$ cat config.mk
export PLATFORM = sky130hd
export DESIGN_NAME = sprite_frame_scheduler
export DESIGN_NICKNAME = d
export VERILOG_FILES = /design/src/rtl/sprite_frame_scheduler.sv
export SDC_FILE = /design/constraint.sdc
export NUM_CORES = 1
export LEC_CHECK = 0
export BUFFER_PORTS_ARGS = -buffer_cell sky130_fd_sc_hd__buf_4
export CORE_MARGIN = 2
export CORE_UTILIZATION = 40
export DETAILED_ROUTE_END_ITERATION = 8
export GPL_TIMING_DRIVEN = 0
export PLACE_DENSITY = 0.65
export SETUP_SLACK_MARGIN = 0.15
export SLEW_MARGIN = 20
export SYNTH_ARGS = -nofsm -noshare
export SYNTH_HDL_FRONTEND = slang
export SYNTH_SLANG_ARGS = --single-unit
$ cat constraint.sdc
create_clock -name clk -period 2.1 [get_ports clk]
set_input_delay 0.21 -clock clk [delete_from_list [all_inputs] [get_ports clk]]
set_output_delay 0.21 -clock clk [all_outputs]
set_load 0.02 [all_outputs]
$ cat src/rtl/sprite_frame_scheduler.sv
// sprite_frame_scheduler
// Latches player position/state updates from game logic over a 4-phase
// req/ack handshake and commits them on the rising edge of vblank, so the
// renderer never sees a half-updated frame. Also sequences per-player
// animation frames and counts frames.
//
// Optional feature macro: DROPPED_FRAME_CNT_EN
//   defined   -> dropped_frames counts frames on which no commit could happen
//                (saturating at 255, cleared only by reset)
//   undefined -> dropped_frames is tied to zero

module sprite_frame_scheduler #(
  parameter int ANIM_DIV    = 8,
  parameter int ANIM_FRAMES = 4,
  parameter int X_MAX       = 640,
  parameter int Y_MAX       = 480
) (
  input  logic        clk,
  input  logic        rst,
  input  logic        vblank,
  input  logic        upd_req,
  output logic        upd_ack,
  input  logic [9:0]  in_p1_x,
  input  logic [9:0]  in_p1_y,
  input  logic [9:0]  in_p2_x,
  input  logic [9:0]  in_p2_y,
  input  logic [3:0]  in_p1_state,
  input  logic [3:0]  in_p2_state,
  output logic [9:0]  p1_x,
  output logic [9:0]  p1_y,
  output logic [9:0]  p2_x,
  output logic [9:0]  p2_y,
  output logic [3:0]  p1_state,
  output logic [3:0]  p2_state,
  output logic [1:0]  p1_anim,
  output logic [1:0]  p2_anim,
  output logic        frame_tick,
  output logic [15:0] frame_count,
  output logic [7:0]  dropped_frames
);

  localparam int               DIV_W     = (ANIM_DIV > 1) ? $clog2(ANIM_DIV) : 1;
  localparam logic [DIV_W-1:0] DIV_LAST  = DIV_W'(ANIM_DIV - 1);
  localparam logic [1:0]       ANIM_LAST = 2'(ANIM_FRAMES - 1);
  localparam logic [9:0]       X_LIM     = 10'(X_MAX - 1);
  localparam logic [9:0]       Y_LIM     = 10'(Y_MAX - 1);

  typedef enum logic [1:0] {
    IDLE    = 2'd0,
    PENDING = 2'd1,
    ACK     = 2'd2
  } fsm_t;

  fsm_t             fsm_state;
  logic             vblank_q;
  logic             frame_edge;
  logic             commit;
  logic             anim_step;
  logic             p1_changed;
  logic             p2_changed;
  logic [DIV_W-1:0] div_cnt;

  // A request that is already pending when vblank rises gets committed;
  // one that only arrives on the edge cycle has to wait for the next frame.
  assign frame_edge = vblank & ~vblank_q;
  assign commit     = (fsm_state == PENDING) & upd_req & frame_edge;
  assign anim_step  = frame_edge & (div_cnt == DIV_LAST);
  assign p1_changed = commit & (in_p1_state != p1_state);
  assign p2_changed = commit & (in_p2_state != p2_state);

  function automatic logic [9:0] clamp(input logic [9:0] v, input logic [9:0] lim);
    return (v > lim) ? lim : v;
  endfunction

  // State 0 loops through the frames, state 1 (jump) plays once and holds the
  // last frame, any other state shows frame 0. A state change restarts at 0.
  function automatic logic [1:0] next_anim(input logic [1:0] cur, input logic [3:0] st,
                                           input logic changed, input logic step);
    logic [1:0] nxt;
    nxt = cur;
    if (changed) begin
      nxt = 2'd0;
    end else if (step) begin
      case (st)
        4'd0:    nxt = (cur == ANIM_LAST) ? 2'd0 : cur + 2'd1;
        4'd1:    nxt = (cur == ANIM_LAST) ? cur  : cur + 2'd1;
        default: nxt = 2'd0;
      endcase
    end
    return nxt;
  endfunction

  // Frame edge detection, frame tick pulse, frame counter and animation divider.
  always_ff @(posedge clk or negedge rst) begin
    if (!rst) begin
      vblank_q    <= 1'b0;
      frame_tick  <= 1'b0;
      frame_count <= 16'd0;
      div_cnt     <= '0;
    end else begin
      vblank_q   <= vblank;
      frame_tick <= frame_edge;
      if (frame_edge) begin
        frame_count <= frame_count + 16'd1;
        div_cnt     <= (div_cnt == DIV_LAST) ? '0 : div_cnt + DIV_W'(1);
      end
    end
  end

  // Handshake FSM; loads the clamped shadow registers on commit.
  always_ff @(posedge clk or negedge rst) begin
    if (!rst) begin
      fsm_state <= IDLE;
      upd_ack   <= 1'b0;
      p1_x      <= 10'd0;
      p1_y      <= 10'd0;
      p2_x      <= 10'd0;
      p2_y      <= 10'd0;
      p1_state  <= 4'd0;
      p2_state  <= 4'd0;
    end else begin
      case (fsm_state)
        IDLE: begin
          if (upd_req) fsm_state <= PENDING;
        end
        PENDING: begin
          if (!upd_req) begin
            fsm_state <= IDLE;
          end else if (frame_edge) begin
            p1_x      <= clamp(in_p1_x, X_LIM);
            p1_y      <= clamp(in_p1_y, Y_LIM);
            p2_x      <= clamp(in_p2_x, X_LIM);
            p2_y      <= clamp(in_p2_y, Y_LIM);
            p1_state  <= in_p1_state;
            p2_state  <= in_p2_state;
            upd_ack   <= 1'b1;
            fsm_state <= ACK;
          end
        end
        ACK: begin
          if (!upd_req) begin
            upd_ack   <= 1'b0;
            fsm_state <= IDLE;
          end
        end
        default: begin
          upd_ack   <= 1'b0;
          fsm_state <= IDLE;
        end
      endcase
    end
  end

  // Per-player animation frame sequencing.
  always_ff @(posedge clk or negedge rst) begin
    if (!rst) begin
      p1_anim <= 2'd0;
      p2_anim <= 2'd0;
    end else begin
      p1_anim <= next_anim(p1_anim, p1_state, p1_changed, anim_step);
      p2_anim <= next_anim(p2_anim, p2_state, p2_changed, anim_step);
    end
  end

`ifdef DROPPED_FRAME_CNT_EN
  // Count frames on which nothing could be committed, saturating at 255.
  always_ff @(posedge clk or negedge rst) begin
    if (!rst) begin
      dropped_frames <= 8'd0;
    end else if (frame_edge && (fsm_state == IDLE || fsm_state == ACK) &&
                 dropped_frames != 8'hFF) begin
      dropped_frames <= dropped_frames + 8'd1;
    end
  end
`else
  assign dropped_frames = 8'd0;
`endif

endmodule

Yosys cells after proc, flatten, opt, wreduce, memory -nomap -nowiden
Cells that the tools add are included.
{"block": "op_classes", "bitwise": 8, "eq_ne": 16, "n_lt_le_gt_ge": 4, "n_addsub": 4, "n_mux": 24, "n_reduce_logical": 10}
{"cell": "2-to-1 mux 10 bit", "count": 4}
{"cell": "2-to-1 mux 2 bit", "count": 12}
{"cell": "> comparator 10 bit (second input constant)", "count": 2}
{"cell": "> comparator 10 x 9 -> 1 bit (second input constant)", "count": 2}
{"cell": "adder 16 x 1 -> 16 bit (second input constant)", "count": 1}
{"cell": "inequality test 3 bit (second input constant)", "count": 3}
{"cell": "equality test 4 x 1 -> 1 bit (second input constant)", "count": 2}
{"cell": "zero test 4 bit", "count": 2}
{"cell": "inequality test 2 bit (second input constant)", "count": 4}
{"cell": "inequality test 4 bit", "count": 2}
{"cell": "one-hot mux 2 bit (2 select lines)", "count": 2}
{"cell": "AND 1 bit", "count": 6}
{"cell": "equality test 2 bit (second input constant)", "count": 3}
{"cell": "one-hot mux 2 bit (3 select lines)", "count": 1}
{"cell": "AND reduction 3 bit", "count": 2}
{"cell": "adder 2 x 1 -> 2 bit (second input constant)", "count": 2}
{"cell": "AND reduction 2 bit", "count": 2}
{"cell": "AND reduction 4 bit", "count": 1}
{"cell": "nonzero test 2 bit", "count": 2}
{"cell": "adder 3 x 1 -> 3 bit (second input constant)", "count": 1}
{"cell": "equality test 3 bit (second input constant)", "count": 1}
{"cell": "2-to-1 mux 1 bit", "count": 3}
{"cell": "2-to-1 mux 3 bit", "count": 1}
{"cell": "one-hot mux 1 bit (3 select lines)", "count": 1}
{"cell": "3 further kinds", "count": 4}
{"block": "totals", "out_inout_bits": 78, "ff_bits": 76, "word_cells": 80}

Longest topological paths before layout
Gate-level depths: netlist of run 1.
{"block": "depth", "depth_word": 6, "depth_mapped": 6}

Least setup slack after synthesis of run 1
OpenSTA, ideal clock, no wires.
{"block": "synth_path", "path_type": "register to register", "startpoint": "reg frame_count[2]", "endpoint": "reg frame_count[12]", "synth_period_minus_slack_ns": 1.400, "slack_ns": 0.700, "arrival_ns": 1.269, "stages_incl_launch_ff": 6, "required_ns": 1.970, "setup_ns": 0.130, "cell_sequence": "dfrtp_1 > and4_1 > and3_1 > buf_2 > nand4_1 > xnor2_1"}
{"block": "synth_between", "elab_chain_cells": 1}
{"element": "start: declaration", "line": "38", "rtl": "output logic [15:0] frame_count,"}
{"element": "start signal: assignment", "line": "104", "rtl": "frame_count <= frame_count + 16'd1;"}
{"element": "adder 16 x 1 -> 16 bit", "line": "104"}
No other way between the ends.
A chain may end at the register's enable or synchronous reset.

Final worst setup path of run 1
{"block": "layout_path", "startpoint": "in vblank", "endpoint": "reg p2_anim[0]"}
{"block": "layout_between", "elab_chain_cells": 5, "word_cells_on_any_way": 8, "cone_classes": "eq/ne (1); mux (1); bitwise (4); reduce/logical (2)"}
{"element": "start: declaration", "line": "20", "rtl": "input logic vblank,"}
{"element": "AND 1 bit (*)", "line": "65", "rtl": "assign frame_edge = vblank & ~vblank_q;"}
{"element": "AND 1 bit", "line": "66", "rtl": "assign commit = (fsm_state == PENDING) & upd_req & frame_edge;"}
{"element": "AND 1 bit", "line": "69", "rtl": "assign p2_changed = commit & (in_p2_state != p2_state);"}
{"element": "inequality test 3 bit (no line) or nonzero test 2 bit (tied branches)"}
{"element": "AND reduction 2 bit (no line)"}
{"element": "end signal: assignment", "line": "161", "rtl": "p2_anim <= next_anim(p2_anim, p2_state, p2_changed, anim_step);"}
{"element": "end: declaration", "line": "36", "rtl": "output logic [1:0] p2_anim,"}
Every way passes the cells marked *; elsewhere a longest branch is shown, timed or not.

==> results of run 1 <==
-- final cells by class --
class | count | area [um2]
clock inverters | 4 | 47.5
well taps | 102 | 128
clock buffers | 12 | 155
inverters | 1 | 3.75
fillers | 713 | 3280
plain buffers | 19 | 126
repair buffers | 122 | 918
flip-flops and latches | 76 | 1900
multi-input cells | 220 | 1250
-- through the flow --
stage / total power, mW / hold WS, ps / utilization (%) / std cells / setup WS [ps]
after floorplan: 2.81 / -85.6 / - / 316 / 700
final: 4.61 / 5.58 / 58.0 / 556 / 484
after CTS: 4.68 / 52.2 / 58.0 / 556 / 453
after global routing: 4.89 / 52.8 / 58.0 / 556 / 311
after detailed placement: 3.53 / 343 / 55.3 / 539 / 591
after global placement: 3.48 / 344 / 55.3 / 539 / 611
-- placed cells by master (no fill, tap or decap), types with 3 or more instances in the layout --
| cell | count |
|---|---|
| nand2_1 | 92 |
| mux2_2 | 3 |
| clkbuf_8 | 11 |
| dfrtp_1 | 76 |
| xnor2_1 | 19 |
| nand3_1 | 3 |
| nor2_1 | 9 |
| ha_1 | 5 |
| o22a_1 | 10 |
| a41oi_1 | 4 |
| conb_1 | 8 |
| buf_4 | 130 |
| nand4_1 | 6 |
| nand3b_1 | 6 |
| xor2_1 | 4 |
| buf_2 | 5 |
| clkbuf_1 | 4 |
| o21ai_0 | 17 |
| o21ai_1 | 4 |
| and2_1 | 4 |
-- cells by family after synthesis --
group / synth area share [%]
AOI/OAI and AO/OA: 9.14
muxes: 1.34
xor gates and xnor gates: 6.19
adders and majority gates: 1.92
other: 0.115
buffers and inverters: 3.99
DFF: 58.4
and+or+nand+nor: 18.9
-- worst max-delay path: cells and delay by family --
kind	cells	cell delay (ps)
buffers and inverters	3	900
AND/OR/NAND/NOR	3	490
AO/OA/AOI/OAI	1	230
-- what timing repair did --
item                                    CTS  global route
hold endpoints to repair                  1             0
hold buffers                              1             0
endpoints found under the setup margin    0             0
-- per-layer routing --
layer	global-route usage [%]	wire length [um]	vias up
met3	5.94	566	12
met4	6.16	121	0
met2	27.8	3420	98
met5	0	0	-
met1	23.1	3350	1222
li1	-	-	1318
-- registers in the layout, summed over array words and instances, names as in the netlist --
name,cells
p1_state,4
p1_y,10
frame_count,16
p1_anim,2
p2_x,10
upd_ack,1
p2_y,10
frame_tick,1
fsm_state,2
p2_state,4
p1_x,10
p2_anim,2
vblank_q,1
div_cnt,3
-- worst paths after layout --
| path | cells after the start | endpoint | slack [ps] | from |
|---|---|---|---|---|
| min reg2reg | 2 | p1_y[8] | 470 | p1_y[8] |
| min | 1 | frame_count[7] | 6 | rst |
| min in group clk | 2 | p1_y[0] | 70 | in_p1_y[0] |
| max reg2reg | 6 | p1_anim[1] | 560 | div_cnt[0] |
| max in group asynchronous | 1 | p2_x[7] | 1470 | rst |
| max | 7 | p2_anim[0] | 480 | vblank |
-- power groups by stage --
stage               logic (mW)  registers, mW  clock network, mW
floorplan                0.422           2.39                  0
global placement          1.43           2.06                  0
detailed placement        1.46           2.07                  0
CTS                       1.46           2.05               1.17
global route              1.57           2.10               1.22
finish                    1.44           2.05               1.13
==> impl_metrics.json, run 1 <==
{
  "cts_buffer_depth": 2,
  "synth_top_area_share_pct": 58.4,
  "synthCells": 309,
  "avgViaCountPerCell": 4.77,
  "io_buffers": 121,
  "ys.flop_type": "dfrtp_1",
  "root_buffer": "clkbuf_8",
  "grt_pass1_vias": 2704,
  "drt_iter0_markers": 116,
  "fin_skew_ps": 12.0,
  "powerDensity_nw_per_um2": 1020,
  "worst_pin_slew_ps": 950,
  "routed_wl_mm": 7.46,
  "critPathLaunchType": "input port",
  "path_cells": "dlygate4sd3_1, buf_4, nor2b_2, nand4b_1, buf_2, a41oi_1, nor2_1",
  "yosysSeqAreaShare_pct": 58.4,
  "arrival_ps": 1840,
  "yosysMostFrequentCell": "nand2_1",
  "rsz0062_at_grt": "no",
  "drc": 0,
  "period_minus_slack_ps": 1620,
  "gp_congestion": 0.760,
  "boundaryPins": 130,
  "place_area_um2": 4320,
  "grt_pass1_wl_mm": 12.2,
  "grtUsageTotal_pct": 17.8,
  "grt_start_max_net_pins": 77,
  "dp.final_hpwl_mm": 5.48,
  "synth_cell_type_count": 37,
  "hold_violations": 0,
  "avgSynthCellArea_um2": 10.5,
  "ctsHtreeMaxLevel": 3,
  "clock.fmax_ghz": 0.619,
  "seq_power_share_pct": 44.4,
  "crit_type": "input port to flip-flop",
  "initial_core_util_pct": 41.7,
  "synthTopCellsByArea": "dfrtp_1 58%, nand2_1 11%, xnor2_1 5.1%, o22a_1 2.7%, o21ai_0 2.6%",
  "chipWidth_um": 94.2,
  "post-cts-setup-buffers": 0,
  "yosysWarnings": 0,
  "numCtsBuffers": 9,
  "pwr-share-comb_pct": 31.1,
  "areaGrowthSynthToFinish_pct": 39.1,
  "power_leakage_nw": 2.35,
  "synth.cell_area_um2": 3260,
  "crit_path_top_delay_cell": "dlygate4sd3_1",
  "antenna_cells": 0,
  "overflow": 0,
  "wl_per_cell_um": 13.4,
  "synth_common_cells": "92 x nand2_1, 76 x dfrtp_1, 19 x xnor2_1",
  "core_area_um2": 7810,
  "nNetsFinal": 506,
  "slew_headroom_pct": 36.7,
  "worstSkewPairLatency_ps": 340,
  "synthArstFlopShare_pct": 100,
  "die-area_um2": 8880,
  "setup_violations": 0,
  "hold_path_class": "input port to asynchronous set/reset pin",
  "cp_max_fo": 10,
  "status": "finished, final reports clean",
  "drive_gt1_share_pct": 34.8,
  "clkTransAtPathRegs_ps": 80,
  "slew_violations": 0,
  "post_cts_resize_count": 0,
  "die_y_um": 94.2,
  "cpPeakStageDelay_ps": 540,
  "endpoint_kind": "flip-flop",
  "drt_first_pass_iters": 4,
  "final_area_um2": 4530,
  "synth_edf_count": 0,
  "p_int_mw": 3.07,
  "critPathRequiredTime_ps": 2320,
  "via_count": 2650,
  "timing.setup.tns_ps": 0,
  "vdd_drop_max_uv": 527,
  "clock-sinks": 76,
  "synth.largest_area_cell": "dfrtp_1",
  "drt.antenna.violating_nets": 0,
  "switching_power_mw": 1.55,
  "antenna_found_initial": 0,
  "synth-seq-cells": 76,
  "period_share_pct": 76.9,
  "sw_frac_of_total_pct": 33.5,
  "clkPwrFrac_pct": 24.5,
  "row_count": 32,
  "cts_tree": "yes",
  "cap_violations": 0
}
Power figures use the tool's default switching activity.
==> run 2, diff against run 1 <==
- clock period: 2.1 -> 1.5 ns (I/O delays scaled with it)
==> impl_metrics.json, run 2 (synthesis results as in run 1) <==
{
  "ctsHtreeMaxLevel": 3,
  "cts_tree": "yes",
  "boundaryPins": 130,
  "drive_gt1_share_pct": 51.9,
  "cap_violations": 0,
  "num-fill-cells": 626,
  "antenna_found_initial": 0,
  "grt_pass1_wl_mm": 12.4,
  "cts_buffer_depth": 2,
  "wl_met1_mm": 3.63,
  "drt_first_pass_iters": 4,
  "wl_met2_mm": 4.24,
  "slew_violations": 0,
  "antenna_cells": 0,
  "routed-wl-met3_um": 719,
  "cp_max_fo": 6,
  "grt_start_max_net_pins": 77,
  "layout_common_cells": "149 x buf_4, 73 x dfrtp_1, 49 x nand2_1",
  "fin_cells": 591,
  "layout_setup_ws_ps": -2.09,
  "cpPeakStageDelay_ps": 370,
  "setup_violations": 1,
  "r2r_end": "p2_anim[1]",
  "period_minus_slack_ps": 1500,
  "status": "finished, violations left",
  "io_buffers": 121,
  "chipWidth_um": 94.2,
  "grtUsageTotal_pct": 18.1,
  "numCtsBuffers": 9,
  "holdWs_ps": 19.1,
  "powerDensity_nw_per_um2": 1300,
  "largest_register": "frame_count",
  "slew_headroom_pct": 60.9,
  "rr_worst_depth": 6,
  "row_count": 32,
  "wl_per_cell_um": 14.6,
  "hold_violations": 0,
  "period_share_pct": 100,
  "root_buffer": "clkbuf_8",
  "dp.final_hpwl_mm": 5.51,
  "core_area_um2": 7810,
  "die-area_um2": 8880,
  "clkTransAtPathRegs_ps": 80,
  "crit_path_top_delay_cell": "dfrtp_1",
  "largest_register_ffs": 16,
  "path_cells": "ha_2, ha_4, nand3b_1, o21bai_4, a32oi_1, nor2_1",
  "crit_type": "flip-flop to flip-flop",
  "critPathRequiredTime_ps": 1720,
  "clock.fmax_ghz": 0.666,
  "reg2reg_from": "div_cnt[1]",
  "violations": "negative setup slack",
  "nNetsFinal": 542,
  "arrival_ps": 1720,
  "drt.antenna.violating_nets": 0,
  "drc": 0,
  "final_util_pct": 67.2,
  "worstHoldPathCells": 2,
  "fin_skew_ps": 6.41,
  "top_layer_used": "met4",
  "routed_wl_mm": 8.63,
  "via_count": 2814,
  "overflow": 0,
  "layout_commonest_cell": "buf_4",
  "worstSkewPairLatency_ps": 340,
  "drt_iter0_markers": 75,
  "power_leakage_nw": 2.63,
  "hold-path-endpoint": "p1_y[2]",
  "die_y_um": 94.2,
  "worst_pin_slew_ps": 579,
  "hold_path_class": "input port to flip-flop",
  "vdd_drop_max_uv": 729,
  "gp_congestion": 0.779,
  "critPathLaunchType": "flip-flop",
  "areaGrowthSynthToFinish_pct": 61.1,
  "avgViaCountPerCell": 4.76,
  "min-delay-start": "in_p1_y[2]",
  "endpoint_kind": "flip-flop",
  "place_inst": 539,
  "initial_core_util_pct": 41.7,
  "grt_pass1_vias": 2664,
  "clock-sinks": 76,
  "reg2reg_setup_slack_ps": -2,
  "rsz0062_at_grt": "yes"
}
## run 2: cell types whose count changed in the layout (fill, tap and decap cells not counted), moves of 5 or more
cell / change
nand2_2: +32
nand2_1: -43
nand2_4: +9
buf_6: +10
buf_4: +19
clkbuf_16: +5
## run 2: final cells by class
class	instances	area (um2)	share of cell area [%]
clock buffers	11	141	2.69
inverters	1	3.75	0.0715
multi-input cells	220	1510	28.8
plain buffers	19	198	3.77
well taps	102	128	2.43
flip-flops and latches	76	1910	36.3
repair buffers	158	1330	25.4
clock inverters	4	26.3	0.501
## run 2: worst max path at each step
stage | to | slack (ps) | cells past startpoint | start
global route | p2_anim[1] | -90 | 6 | div_cnt[0]
CTS | p2_anim[1] | -10 | 6 | div_cnt[1]
finish | p2_anim[1] | -2 | 6 | div_cnt[1]
floorplan | frame_count[12] | 160 | 5 | frame_count[5]
detailed placement | p2_anim[1] | -30 | 6 | div_cnt[0]
global placement | p1_anim[1] | 20 | 5 | vblank_q
## run 2: per-layer routing
layer	track usage, %	up-vias
met1	23.0	1338
met3	6.74	2
li1	-	1379
met2	28.2	95
met4	6.52	0
met5	0	-
## run 2: through the flow
stage	total power, mW	instance area (um2)	TNS, ps	setup WS [ps]
floorplan	3.95	3290	0	159
global placement	4.89	4320	0	15.8
detailed placement	4.94	4320	-61.9	-33.7
CTS	6.44	4640	-12.0	-12.0
global route	7.25	5250	-454	-85.1
finish	6.84	5250	-2.09	-2.09
## run 2: power by group
| part | switching [mW] | leakage, nW | internal, mW |
|---|---|---|---|
| logic | 1.24 | 1.60 | 1.31 |
| registers | 0.406 | 0.946 | 2.51 |
| clock network | 0.732 | 0.0852 | 0.635 |
| total | 2.38 | 2.63 | 4.46 |
## run 2: timing repair
action	4_1_cts	5_1_grt
resized for setup	18	93
hold buffers	3	0
endpoints found under the setup margin	55	61
endpoints found under the hold margin	28	0
cloned	0	7
pin swaps	7	61
buffers inserted	7	19
## run 2: worst max-delay path: cells and delay by family (launching register included)
family	cells	cell delay, ps
flops	1	370
compound gates	2	430
simple gates	2	270
fa+ha+maj	2	320
==> run 3, diff against run 2 <==
- MAX_ROUTING_LAYER: not set -> met4
- PLACE_DENSITY: 0.65 -> 0.69
==> impl_metrics.json, run 3 (synthesis results as in run 1) <==
{
  "status": "finished, final reports clean",
  "ctsHtreeMaxLevel": 3,
  "worst_pin_slew_ps": 693,
  "grt_pass1_wl_mm": 13.2,
  "drt_iter0_markers": 59,
  "crit_path_frequent_cell": "ha_4",
  "dp.final_hpwl_mm": 5.56,
  "areaGrowthSynthToFinish_pct": 54.2,
  "io_buffers": 121,
  "antenna_cells": 0,
  "largest_register_ffs": 16,
  "gp_congestion": 0.791,
  "drc": 0,
  "avgViaCountPerCell": 4.86,
  "nNetsFinal": 530,
  "routed-wl-met3_um": 596,
  "cts_tree": "yes",
  "grt_start_max_net_pins": 77,
  "hold_violations": 0,
  "num-fill-cells": 662,
  "root_buffer": "clkbuf_8",
  "place_inst": 539,
  "seq_area_um2": 1910,
  "chipWidth_um": 94.2,
  "critPathLaunchType": "flip-flop",
  "drt_first_pass_iters": 4,
  "final_util_pct": 64.3,
  "cpPeakStageDelay_ps": 410,
  "power_leakage_nw": 2.52,
  "drt.antenna.violating_nets": 0,
  "grt_pass1_vias": 2818,
  "via_count": 2820,
  "endpoint_kind": "flip-flop",
  "row_count": 32,
  "worstSkewPairLatency_ps": 340,
  "largest_register": "frame_count",
  "cts_buffer_depth": 2,
  "rsz0062_at_grt": "yes",
  "grtUsageTotal_pct": 19.6,
  "routed_wl_mm": 8.26,
  "multi_input_area_um2": 1460,
  "vdd_drop_max_uv": 767,
  "slew_headroom_pct": 53.8,
  "wl_met2_mm": 4.01,
  "critPathRequiredTime_ps": 1730,
  "clock.fmax_ghz": 0.701,
  "layout_commonest_cell": "buf_4",
  "top_layer_used": "met4",
  "crit_type": "flip-flop to flip-flop",
  "powerDensity_nw_per_um2": 1330,
  "crit_path_top_delay_cell": "dfrtp_1",
  "clock-sinks": 76,
  "layout_common_cells": "143 x buf_4, 72 x dfrtp_1, 66 x nand2_1",
  "fin_skew_ps": 11.1,
  "antenna_found_initial": 0,
  "path_cells": "ha_4, ha_4, nand3b_1, buf_6, o21bai_4, a32oi_1, nor2_1",
  "fin_cells": 580,
  "cap_violations": 0,
  "path_buf_inv": 1,
  "hold_path_class": "input port to flip-flop",
  "timing.setup.tns_ps": 0,
  "clkTransAtPathRegs_ps": 80,
  "arrival_ps": 1660,
  "holdWs_ps": 18.3,
  "crit_family": "flip-flops",
  "drive_gt1_share_pct": 49.0,
  "wl_per_cell_um": 14.2,
  "overflow": 0,
  "die-area_um2": 8880,
  "period_minus_slack_ps": 1430,
  "slew_violations": 0,
  "numCtsBuffers": 9,
  "core_area_um2": 7810,
  "boundaryPins": 130,
  "total_power_mw": 6.69,
  "cp_max_fo": 6,
  "die_y_um": 94.2,
  "initial_core_util_pct": 41.7,
  "setup_violations": 0,
  "wl_met1_mm": 3.58,
  "period_share_pct": 95.1
}
run 3: layout make-up:
| class | count | share of cell area (%) |
|---|---|---|
| Clock inverter | 6 | 0.797 |
| Clock buffer | 10 | 2.74 |
| Sequential cell | 76 | 38.0 |
| Tap cell | 102 | 2.54 |
| Buffer | 19 | 3.96 |
| Inverter | 1 | 0.0748 |
| Multi-Input combinational cell | 220 | 29.1 |
| Timing Repair Buffer | 146 | 22.8 |
run 3: repair_timing:
item,CTS,global route
gates cloned,3,0
endpoints found under the hold margin,14,2
pin swaps,40,28
endpoints found under the setup margin,56,61
resized for setup,48,45
hold buffers,2,2
buffers inserted,10,8
run 3: worst min-delay path, cell delays in order:
cell	delay (ps)
buf_4	90
o21ai_2	40
nand2_1	50
run 3: per-layer routing:
metal / vias to the layer above / track usage (%)
li1: 1362 / -
met1: 1361 / 24.5
met2: 91 / 30.7
met3: 6 / 5.38
met4: 0 / 7.00
met5: - / -
run 3: worst paths after layout:
check | startpoint | endpoint | cells past startpoint | slack, ps
setup reg to reg | div_cnt[0] | p2_anim[1] | 7 | 70
hold / removal | in_p1_y[7] | p1_y[7] | 3 | 20
setup / recovery | div_cnt[0] | p2_anim[1] | 7 | 70
hold reg to reg | frame_count[15] | frame_count[15] | 1 | 470
min in group asynchronous | rst | frame_count[9] | 2 | 390
max in group asynchronous | rst | frame_count[0] | 2 | 610
run 3: stage by stage:
| stage | setup slack [ps] | area (um2) |
|---|---|---|
| finish | 73.3 | 5020 |
| floorplan | 159 | 3290 |
| global placement | 6.15 | 4320 |
| detailed placement | -44.1 | 4320 |
| global route | 17.5 | 5020 |
| CTS | 5.09 | 4810 |
run 3: power by group:
part | internal (mW) | switching (mW)
logic | 1.18 | 1.20
registers | 2.51 | 0.396
clock network | 0.639 | 0.770
